[config.mk]
export PLATFORM = sky130hd
export DESIGN_NAME = timer_sched
export DESIGN_NICKNAME = d
export VERILOG_FILES = /design/src/rtl/timer_sched.sv
export SDC_FILE = /design/constraint.sdc
export NUM_CORES = 1
export LEC_CHECK = 0
export CELL_PAD_IN_SITES_DETAIL_PLACEMENT = 1
export CELL_PAD_IN_SITES_GLOBAL_PLACEMENT = 1
export CORE_MARGIN = 2
export CORE_UTILIZATION = 39
export CTS_BUF_LIST = sky130_fd_sc_hd__clkbuf_8
export CTS_CLUSTER_DIAMETER = 50
export DETAILED_ROUTE_END_ITERATION = 12
export PLACE_DENSITY_LB_ADDON = 0.3
export SETUP_SLACK_MARGIN = 0.2
export SLEW_MARGIN = 30
export SYNTH_ARGS = -nofsm -noshare
export SYNTH_HDL_FRONTEND = slang
export SYNTH_SLANG_ARGS = --single-unit
[constraint.sdc]
create_clock -name CLK -period 6.1 [get_ports CLK]
set_clock_uncertainty 0.05 [all_clocks]
set_input_delay 0.915 -clock CLK [delete_from_list [all_inputs] [get_ports CLK]]
set_output_delay 0.915 -clock CLK [all_outputs]
set_load 0.03 [all_outputs]
[src/rtl/timer_sched.sv]
// timer_sched: round-robin scheduler that shares one interval counter between N_REQ requesters.
// Optional feature: define TIMER_SCHED_CANCEL_EN to add the per-requester CANCEL abort port.
module timer_sched #(
    parameter int unsigned N_REQ = 4,
    parameter int unsigned CNT_W = 21
) (
    input  logic                     CLK,
    input  logic                     RST_N,
    input  logic [N_REQ-1:0]         REQ,
    input  logic [N_REQ*CNT_W-1:0]   REQ_LEN,
`ifdef TIMER_SCHED_CANCEL_EN
    input  logic [N_REQ-1:0]         CANCEL,
`endif
    output logic [N_REQ-1:0]         ACK,
    output logic [N_REQ-1:0]         DONE,
    output logic                     BUSY,
    output logic [$clog2(N_REQ)-1:0] GRANT_ID
);

    localparam int unsigned ID_W = $clog2(N_REQ);

    typedef enum logic {
        StIdle,
        StCount
    } state_e;

    state_e           state_q, state_d;
    logic [CNT_W-1:0] cnt_q, cnt_d;
    logic [CNT_W-1:0] len_q, len_d;
    logic [ID_W-1:0]  last_grant_q, last_grant_d;
    logic [ID_W-1:0]  grant_id_q, grant_id_d;
    logic [N_REQ-1:0] ack_q, ack_d;
    logic [N_REQ-1:0] done_q, done_d;

    logic             any_req;
    logic [ID_W-1:0]  win_id;
    logic             cancel_hit;
    logic [CNT_W-1:0] req_len_arr [N_REQ];

    for (genvar i = 0; i < N_REQ; i++) begin : g_len
        assign req_len_arr[i] = REQ_LEN[i*CNT_W +: CNT_W];
    end

`ifdef TIMER_SCHED_CANCEL_EN
    assign cancel_hit = CANCEL[grant_id_q];
`else
    assign cancel_hit = 1'b0;
`endif

    function automatic logic [ID_W-1:0] rr_idx(input logic [ID_W-1:0] base,
                                               input int unsigned     off);
        int unsigned sum;
        sum = (32'(base) + off) % N_REQ;
        return ID_W'(sum);
    endfunction

    // Scan from the farthest offset down so the nearest requester after last_grant wins.
    always_comb begin
        any_req = 1'b0;
        win_id  = '0;
        for (int unsigned k = N_REQ; k >= 1; k--) begin
            if (REQ[rr_idx(last_grant_q, k)]) begin
                any_req = 1'b1;
                win_id  = rr_idx(last_grant_q, k);
            end
        end
    end

    always_comb begin
        state_d      = state_q;
        cnt_d        = cnt_q;
        len_d        = len_q;
        last_grant_d = last_grant_q;
        grant_id_d   = grant_id_q;
        ack_d        = '0;
        done_d       = '0;
        case (state_q)
            StIdle: begin
                if (any_req) begin
                    state_d        = StCount;
                    grant_id_d     = win_id;
                    last_grant_d   = win_id;
                    len_d          = req_len_arr[win_id];
                    cnt_d          = '0;
                    ack_d[win_id]  = 1'b1;
                end
            end
            StCount: begin
                // Cancel wins over completion on the same edge.
                if (cancel_hit) begin
                    state_d = StIdle;
                end else if (cnt_q == len_q) begin
                    state_d              = StIdle;
                    done_d[grant_id_q]   = 1'b1;
                end else begin
                    cnt_d = cnt_q + CNT_W'(1);
                end
            end
            default: state_d = StIdle;
        endcase
    end

    always_ff @(posedge CLK or negedge RST_N) begin
        if (!RST_N) begin
            state_q      <= StIdle;
            cnt_q        <= '0;
            len_q        <= '0;
            last_grant_q <= ID_W'(N_REQ - 1);
            grant_id_q   <= '0;
            ack_q        <= '0;
            done_q       <= '0;
        end else begin
            state_q      <= state_d;
            cnt_q        <= cnt_d;
            len_q        <= len_d;
            last_grant_q <= last_grant_d;
            grant_id_q   <= grant_id_d;
            ack_q        <= ack_d;
            done_q       <= done_d;
        end
    end

    assign ACK      = ack_q;
    assign DONE     = done_q;
    assign BUSY     = (state_q == StCount);
    assign GRANT_ID = grant_id_q;

endmodule

## Yosys cells after proc, flatten, opt, wreduce, memory -nomap -nowiden

Cells that the tools add are included.

- Word-level logic and storage cells: 63
- Bits of input ports: 90
- Output and inout bits: 11
- Flip-flop bits (word level): 55

- Equality and inequality tests: 3
- Add/sub/neg operators: 5
- Bitwise logic cells: 2
- $lt $le $gt $ge: 9
- Multiplexer cells: 33
- Reduce and logical (&&, ||, !) cells: 4

Operators by type and width:

| kind | count |
|---|---|
| $mux W21 | 4 |
| $bmux W21 S2 | 1 |
| $pmux W21 S2 | 1 |
| $add A21 B1 Y21 const B | 1 |
| $eq A21 B21 Y1 | 1 |
| $lt A2 B3 Y1 const B | 6 |
| $mux W4 | 4 |
| $mux W1 | 12 |
| $bmux W1 S2 | 4 |
| $mux W2 | 4 |
| $add A2 B1 Y2 const B | 2 |
| $add A2 B2 Y2 const B | 2 |
| $demux W1 S2 | 2 |
| $ge A2 B1 Y1 const B | 2 |
| $ne A2 B2 Y1 const B | 2 |
| $reduce_and A2 Y1 | 2 |
| $ge A3 B3 Y1 const B | 1 |
| $not A2 Y3 | 1 |
| $logic_and A1 B1 Y1 | 2 |
| $pmux W1 S2 | 1 |
| $not A1 Y1 | 1 |

## Logic depth before layout (Yosys ltp)

- Depth in word-level cells: 13
- Gate-level depth with buffers: 9
- Mapped depth without buffers: 6

## Least setup slack after synthesis

OpenSTA, ideal clock, no wires.

- Path kind: input to register
- Start point: input port REQ[3]
- End point: register len_q[16]
- Slack: 3,585 ps
- Path buffers: 1
- Stages on the path: 6
- Data arrival time: 2,339 ps
- Data required time: 5,924 ps
- Library setup time: 126 ps
- Path through: nand2b_1 o21ai_0 a211oi_1 buf_2 mux2_2 a221o_1

- Longest elaborated chain between the ends: 10
- Elaborated cells between the ends (all ways): 21
- Classes of those cells: mux (19); bitwise (1); reduce/logical (1)

Ends and longest elaborated chain:

| element | line | text |
|---|---|---|
| from (decl) | 9 | `input logic [N_REQ-1:0] REQ,` |
| $bmux W1 S2 | 62 | `if (REQ[rr_idx(last_grant_q, k)]) begin` |
| $mux W1 (implied by the code) | 62 |  |
| $mux W2 (4 in series) | 62 |  |
| $not A2 Y3 (implied by the code) | 83 | `len_d = req_len_arr[win_id];` |
| $bmux W21 S2 | 83 |  |
| $mux W21 (implied by the code) (2 in series) | 83 |  |
| to (signal assigned) | 115 | `len_q <= len_d;` |
| to (decl) | 29 | `logic [CNT_W-1:0] len_q, len_d;` |

Parallel ways exist; a longest one is shown, timed or not. The select of a mux whose other input is x is not followed.
A chain may end at the register's enable or synchronous reset.

## Worst setup path after layout

- Start point: register state_q, in the netlist BUSY
- End point: output port BUSY

RTL lines:

| element | line | text |
|---|---|---|
| from (decl) | 27 | `state_e state_q, state_d;` |
| from (signal assigned) | 105 | `state_q <= StIdle;` |
| from (signal assigned) | 113 | `state_q <= state_d;` |
| to (decl) | 16 | `output logic BUSY,` |

No word-level cell between the ends.

==> run summary <==
The global routing usage summed across all routing layers is 0.2186. The maximum number of pins on one net before global-route repair is between 50 and 60. The critical path capture point type is an output port. For this configuration, the core starts out at a cell density of 0.3991. The critical path is of the flip-flop to output port type. The H-tree level count is 2. The post-synthesis cell type count is 42.

The total nets after synthesis is between 400 and 500. The signal on the critical path passes through clkdlybuf4s50_1. The sum of buffers and inverters on the critical path came out at 1. The placeable core region came out at a little over 8000 um2. The worst hold path belongs to the class flip-flop to flip-flop. The total setup buffers inserted after CTS is 0. The number of global-route vias before repair was between 3,000 and 4,000. The clock-pin slew reported for the worst setup and hold paths after clock tree synthesis came out at 0.11 ns. The aggregate global routing overflow came out at 0. The post-detailed-route count of antenna-violating nets is 0.

The row count is 33. Compared with the post-synthesis result, the final layout area differs by 35.81%. The mean routed wirelength per cell is 18.15 um. The floorplan die area is between 9000 and 10,000 um2.

The worst path arrival time came out at between 2 and 2.5 ns. The number of nets in the final layout came out at 507. The total power divided by cell area is between 200 and 250 nW/um2. The placed wire-length estimate is 7.117 mm. The later pin in the worst-skew pair is clocked with a latency of between 0.3 and 0.4 ns. The first detailed-routing pass ran for 4 iterations.

Measured along the y axis, the die boundary spans 95.47 um. The wire length of the first global-routing pass came out at around 15 mm. The slew at the pin with the worst max-slew slack came out at around 1 ns. The initial antenna violation count came to 0. The number of diodes added for antenna fixing came out at 0.

The count of flip-flops with a built-in enable after synthesis came out at 0. The worst max-slew margin expressed relative to the limit came out at 0.3321. The number of clock buffers inserted by TritonCTS is 5.

The clock tree root driver cell is sky130_fd_sc_hd__clkbuf_8. The final cycle utilization of the critical path is 0.5116. In this run the critical register-to-register path is captured at cnt_q[2].

The number of synthesized register bits came out at between 50 and 60. The cell area that synthesis handed to floorplanning was 3263 um2. Port buffering added 100 buffers.

The worst path needs roughly 3.1 ns of the cycle, external delays included. The cell area after placement is 4337 um2. Using the TritonRoute via totals, the vias-per-cell ratio works out to 5.602. The maximum single-stage delay on the critical path is 1.01 ns. Synthesis handed over a netlist of roughly 330 instances. The final hold violation count was 0. The share of the yosys chip area belonging to registers is 0.4225.

The post-route cell area came out at between 4000 and 5000 um2. Wires add up to between 9 and 10 mm. The number of failing setup endpoints in the final timing report is 0. The setup TNS after final layout is 0 ns. Counting along the longest clock path gives a buffer depth of 2.

The startpoint identified for the worst hold timing path is cnt_q[20]. The reported leakage power is a little under 2 nW. The run finished with clean final reports. The worst supply voltage drop on vdd is roughly 0.11 mV. The synthesized area per cell came out at 10.04 um2. The number of synthesis warnings came out at 0.

The max-slew violation count was 0. The fraction of final layout cells with drive strength greater than 1 came out at 0.09592. The count of max-cap constraint violations came out at 0. ~100 I/O pins were placed. The post-detailed-route DRC marker count is 0.

The routed layout has slightly below 3,000 vias. The launch point of the worst reg-to-reg path is cnt_q[2]. From left edge to right edge, the die measures 95.47 um. The share of async-settable or async-resettable flops after synthesis came out at 1.000. The count of routing violations after the opening detailed-route iteration is roughly 120. Across all register-to-register paths, the minimum setup slack is about 3.5 ns. Among all flip-flop cells after synthesis, the most frequent one is sky130_fd_sc_hd__dfrtp_1. The count of hold-fix buffers inserted at cts came out at 0. The clock sink total is between 50 and 60.

The depth of the worst register-to-register path came out at 6. For hold timing, the worst endpoint is cnt_q[20]. The placer's final routability congestion estimate came out at roughly 0.81. The instance count along the most critical hold path is 1. Setup repair after global routing left no endpoint under its margin. In this design, the largest share of critical-path delay is due to flip-flops. Among all stages on the critical path, the largest delay is contributed by sky130_fd_sc_hd__dfrtp_1.

The worst setup path is launched from a flip-flop. The maximum frequency from static timing analysis is about 0.32 GHz. The largest fanout of any net on the critical path is 33. Post-CTS repair changed the size of 0 cells. The required arrival time at the worst endpoint is a little over 5 ns. TritonCTS built the clock tree.
-- per-layer routing --
| layer | global-route usage | wire length (um) | vias up |
|---|---|---|---|
| met4 | 0.05238 | 73 | 0 |
| met2 | 0.3891 | 4859 | 101 |
| li1 | - | - | 1377 |
| met3 | 0.04980 | 617 | 5 |
| met1 | 0.2681 | 3926 | 1441 |
| met5 | 0 | 0 | - |
-- registers in the layout (all words and copies together) (netlist names) --
name and count:
cnt_q 21, last_grant_q 2, GRANT_ID 2, BUSY 1, len_q 21, DONE 4, ACK 4
-- synth_stat cells (2+ instances only) --
cell / instances / share of area
sky130_fd_sc_hd__nand4b_1: 2 / 0.0054
sky130_fd_sc_hd__nand3_1: 9 / 0.014
sky130_fd_sc_hd__and3_1: 8 / 0.015
sky130_fd_sc_hd__and4_1: 2 / 0.0054
sky130_fd_sc_hd__o211ai_1: 3 / 0.0069
sky130_fd_sc_hd__o21ai_0: 12 / 0.018
sky130_fd_sc_hd__mux2_2: 21 / 0.072
sky130_fd_sc_hd__mux2i_1: 41 / 0.13
sky130_fd_sc_hd__nand4_1: 11 / 0.021
sky130_fd_sc_hd__inv_1: 2 / 0.0023
sky130_fd_sc_hd__clkbuf_1: 9 / 0.010
sky130_fd_sc_hd__xor2_1: 20 / 0.054
sky130_fd_sc_hd__nor3_1: 5 / 0.0077
sky130_fd_sc_hd__nor3b_1: 3 / 0.0069
sky130_fd_sc_hd__dfstp_2: 2 / 0.016
sky130_fd_sc_hd__buf_6: 2 / 0.0069
sky130_fd_sc_hd__nor2_1: 25 / 0.029
sky130_fd_sc_hd__nor4_1: 5 / 0.0096
sky130_fd_sc_hd__buf_2: 8 / 0.012
sky130_fd_sc_hd__dfrtp_1: 53 / 0.41
sky130_fd_sc_hd__a21oi_1: 8 / 0.012
sky130_fd_sc_hd__a31oi_1: 5 / 0.0096
sky130_fd_sc_hd__a221o_1: 13 / 0.040
sky130_fd_sc_hd__xnor2_1: 2 / 0.0054
sky130_fd_sc_hd__nand2_1: 31 / 0.036
sky130_fd_sc_hd__and2_1: 3 / 0.0058
sky130_fd_sc_hd__nand2b_1: 5 / 0.0096
-- per-stage QoR --
stage                 util  power (mW)  cells  hold slack [ns]  worst slack, ns
floorplan                -      0.6810    325           0.4114            3.585
global placement    0.5305      0.7905    514           0.4287            2.786
detailed placement  0.5305      0.8104    514           0.4580            2.700
CTS                 0.5418       1.023    522           0.4755            2.985
global route        0.5421       1.075    522           0.5021            2.912
finish              0.5421       1.019    522           0.4713            2.979
-- layout by cell type (no fill, tap or decap), types with 3 or more instances in the layout --
master                            Yosys  layout
sky130_fd_sc_hd__a21oi_1              8       7
sky130_fd_sc_hd__a221o_1             13      13
sky130_fd_sc_hd__a31oi_1              5       5
sky130_fd_sc_hd__and2_1               3       3
sky130_fd_sc_hd__and3_1               8       8
sky130_fd_sc_hd__buf_4                0       4
sky130_fd_sc_hd__clkbuf_8             0       5
sky130_fd_sc_hd__clkdlybuf4s50_1      0      99
sky130_fd_sc_hd__dfrtp_1             53      53
sky130_fd_sc_hd__mux2_2              21      21
sky130_fd_sc_hd__mux2i_1             41      41
sky130_fd_sc_hd__nand2_1             31      31
sky130_fd_sc_hd__nand2b_1             5       5
sky130_fd_sc_hd__nand3_1              9       9
sky130_fd_sc_hd__nand4_1             11      11
sky130_fd_sc_hd__nor2_1              25      24
sky130_fd_sc_hd__nor3_1               5       5
sky130_fd_sc_hd__nor3b_1              3       3
sky130_fd_sc_hd__nor4_1               5       5
sky130_fd_sc_hd__o211ai_1             3       3
sky130_fd_sc_hd__o21ai_0             12      12
sky130_fd_sc_hd__xor2_1              20      20
-- kinds of logic after synthesis --
logic type                 after synthesis  share of synthesized area
and+or+nand+nor                        114                     0.1768
muxes                                   62                     0.1982
xor gates and xnor gates                22                    0.05905
adders and majority gates                1                   0.003834
AOI/OAI and AO/OA                       49                     0.1066
DFF                                     55                     0.4225
buffers and inverters                   22                    0.03297
-- final cells by class --
class	count	area (um2)
Clock buffer	5	68.82
Fill cell	892	3744
Multi-Input combinational cell	248	1795
Clock inverter	3	23.77
Sequential cell	55	1379
Inverter	2	7.507
Tap cell	105	131.4
Timing Repair Buffer	104	1026
-- power breakdown --
group | leakage (nW) | switching (mW) | internal, mW
Sequential | 0.641 | 0.0935 | 0.422
Combinational | 1.24 | 0.118 | 0.169
Clock | 0.0408 | 0.133 | 0.0825
Total | 1.93 | 0.344 | 0.674
-- how the worst max path moves through the flow --
| stage | startpoint | to | slack [ns] | cells past startpoint |
|---|---|---|---|---|
| finish | BUSY | BUSY | 2.98 | 1 |
| global route | BUSY | BUSY | 2.91 | 1 |
| CTS | BUSY | BUSY | 2.99 | 1 |
| detailed placement | REQ[3] | len_q[0] | 2.70 | 7 |
| global placement | REQ[3] | len_q[15] | 2.79 | 6 |
| floorplan | REQ[3] | len_q[16] | 3.59 | 6 |
(Power assumes the default switching activity.)
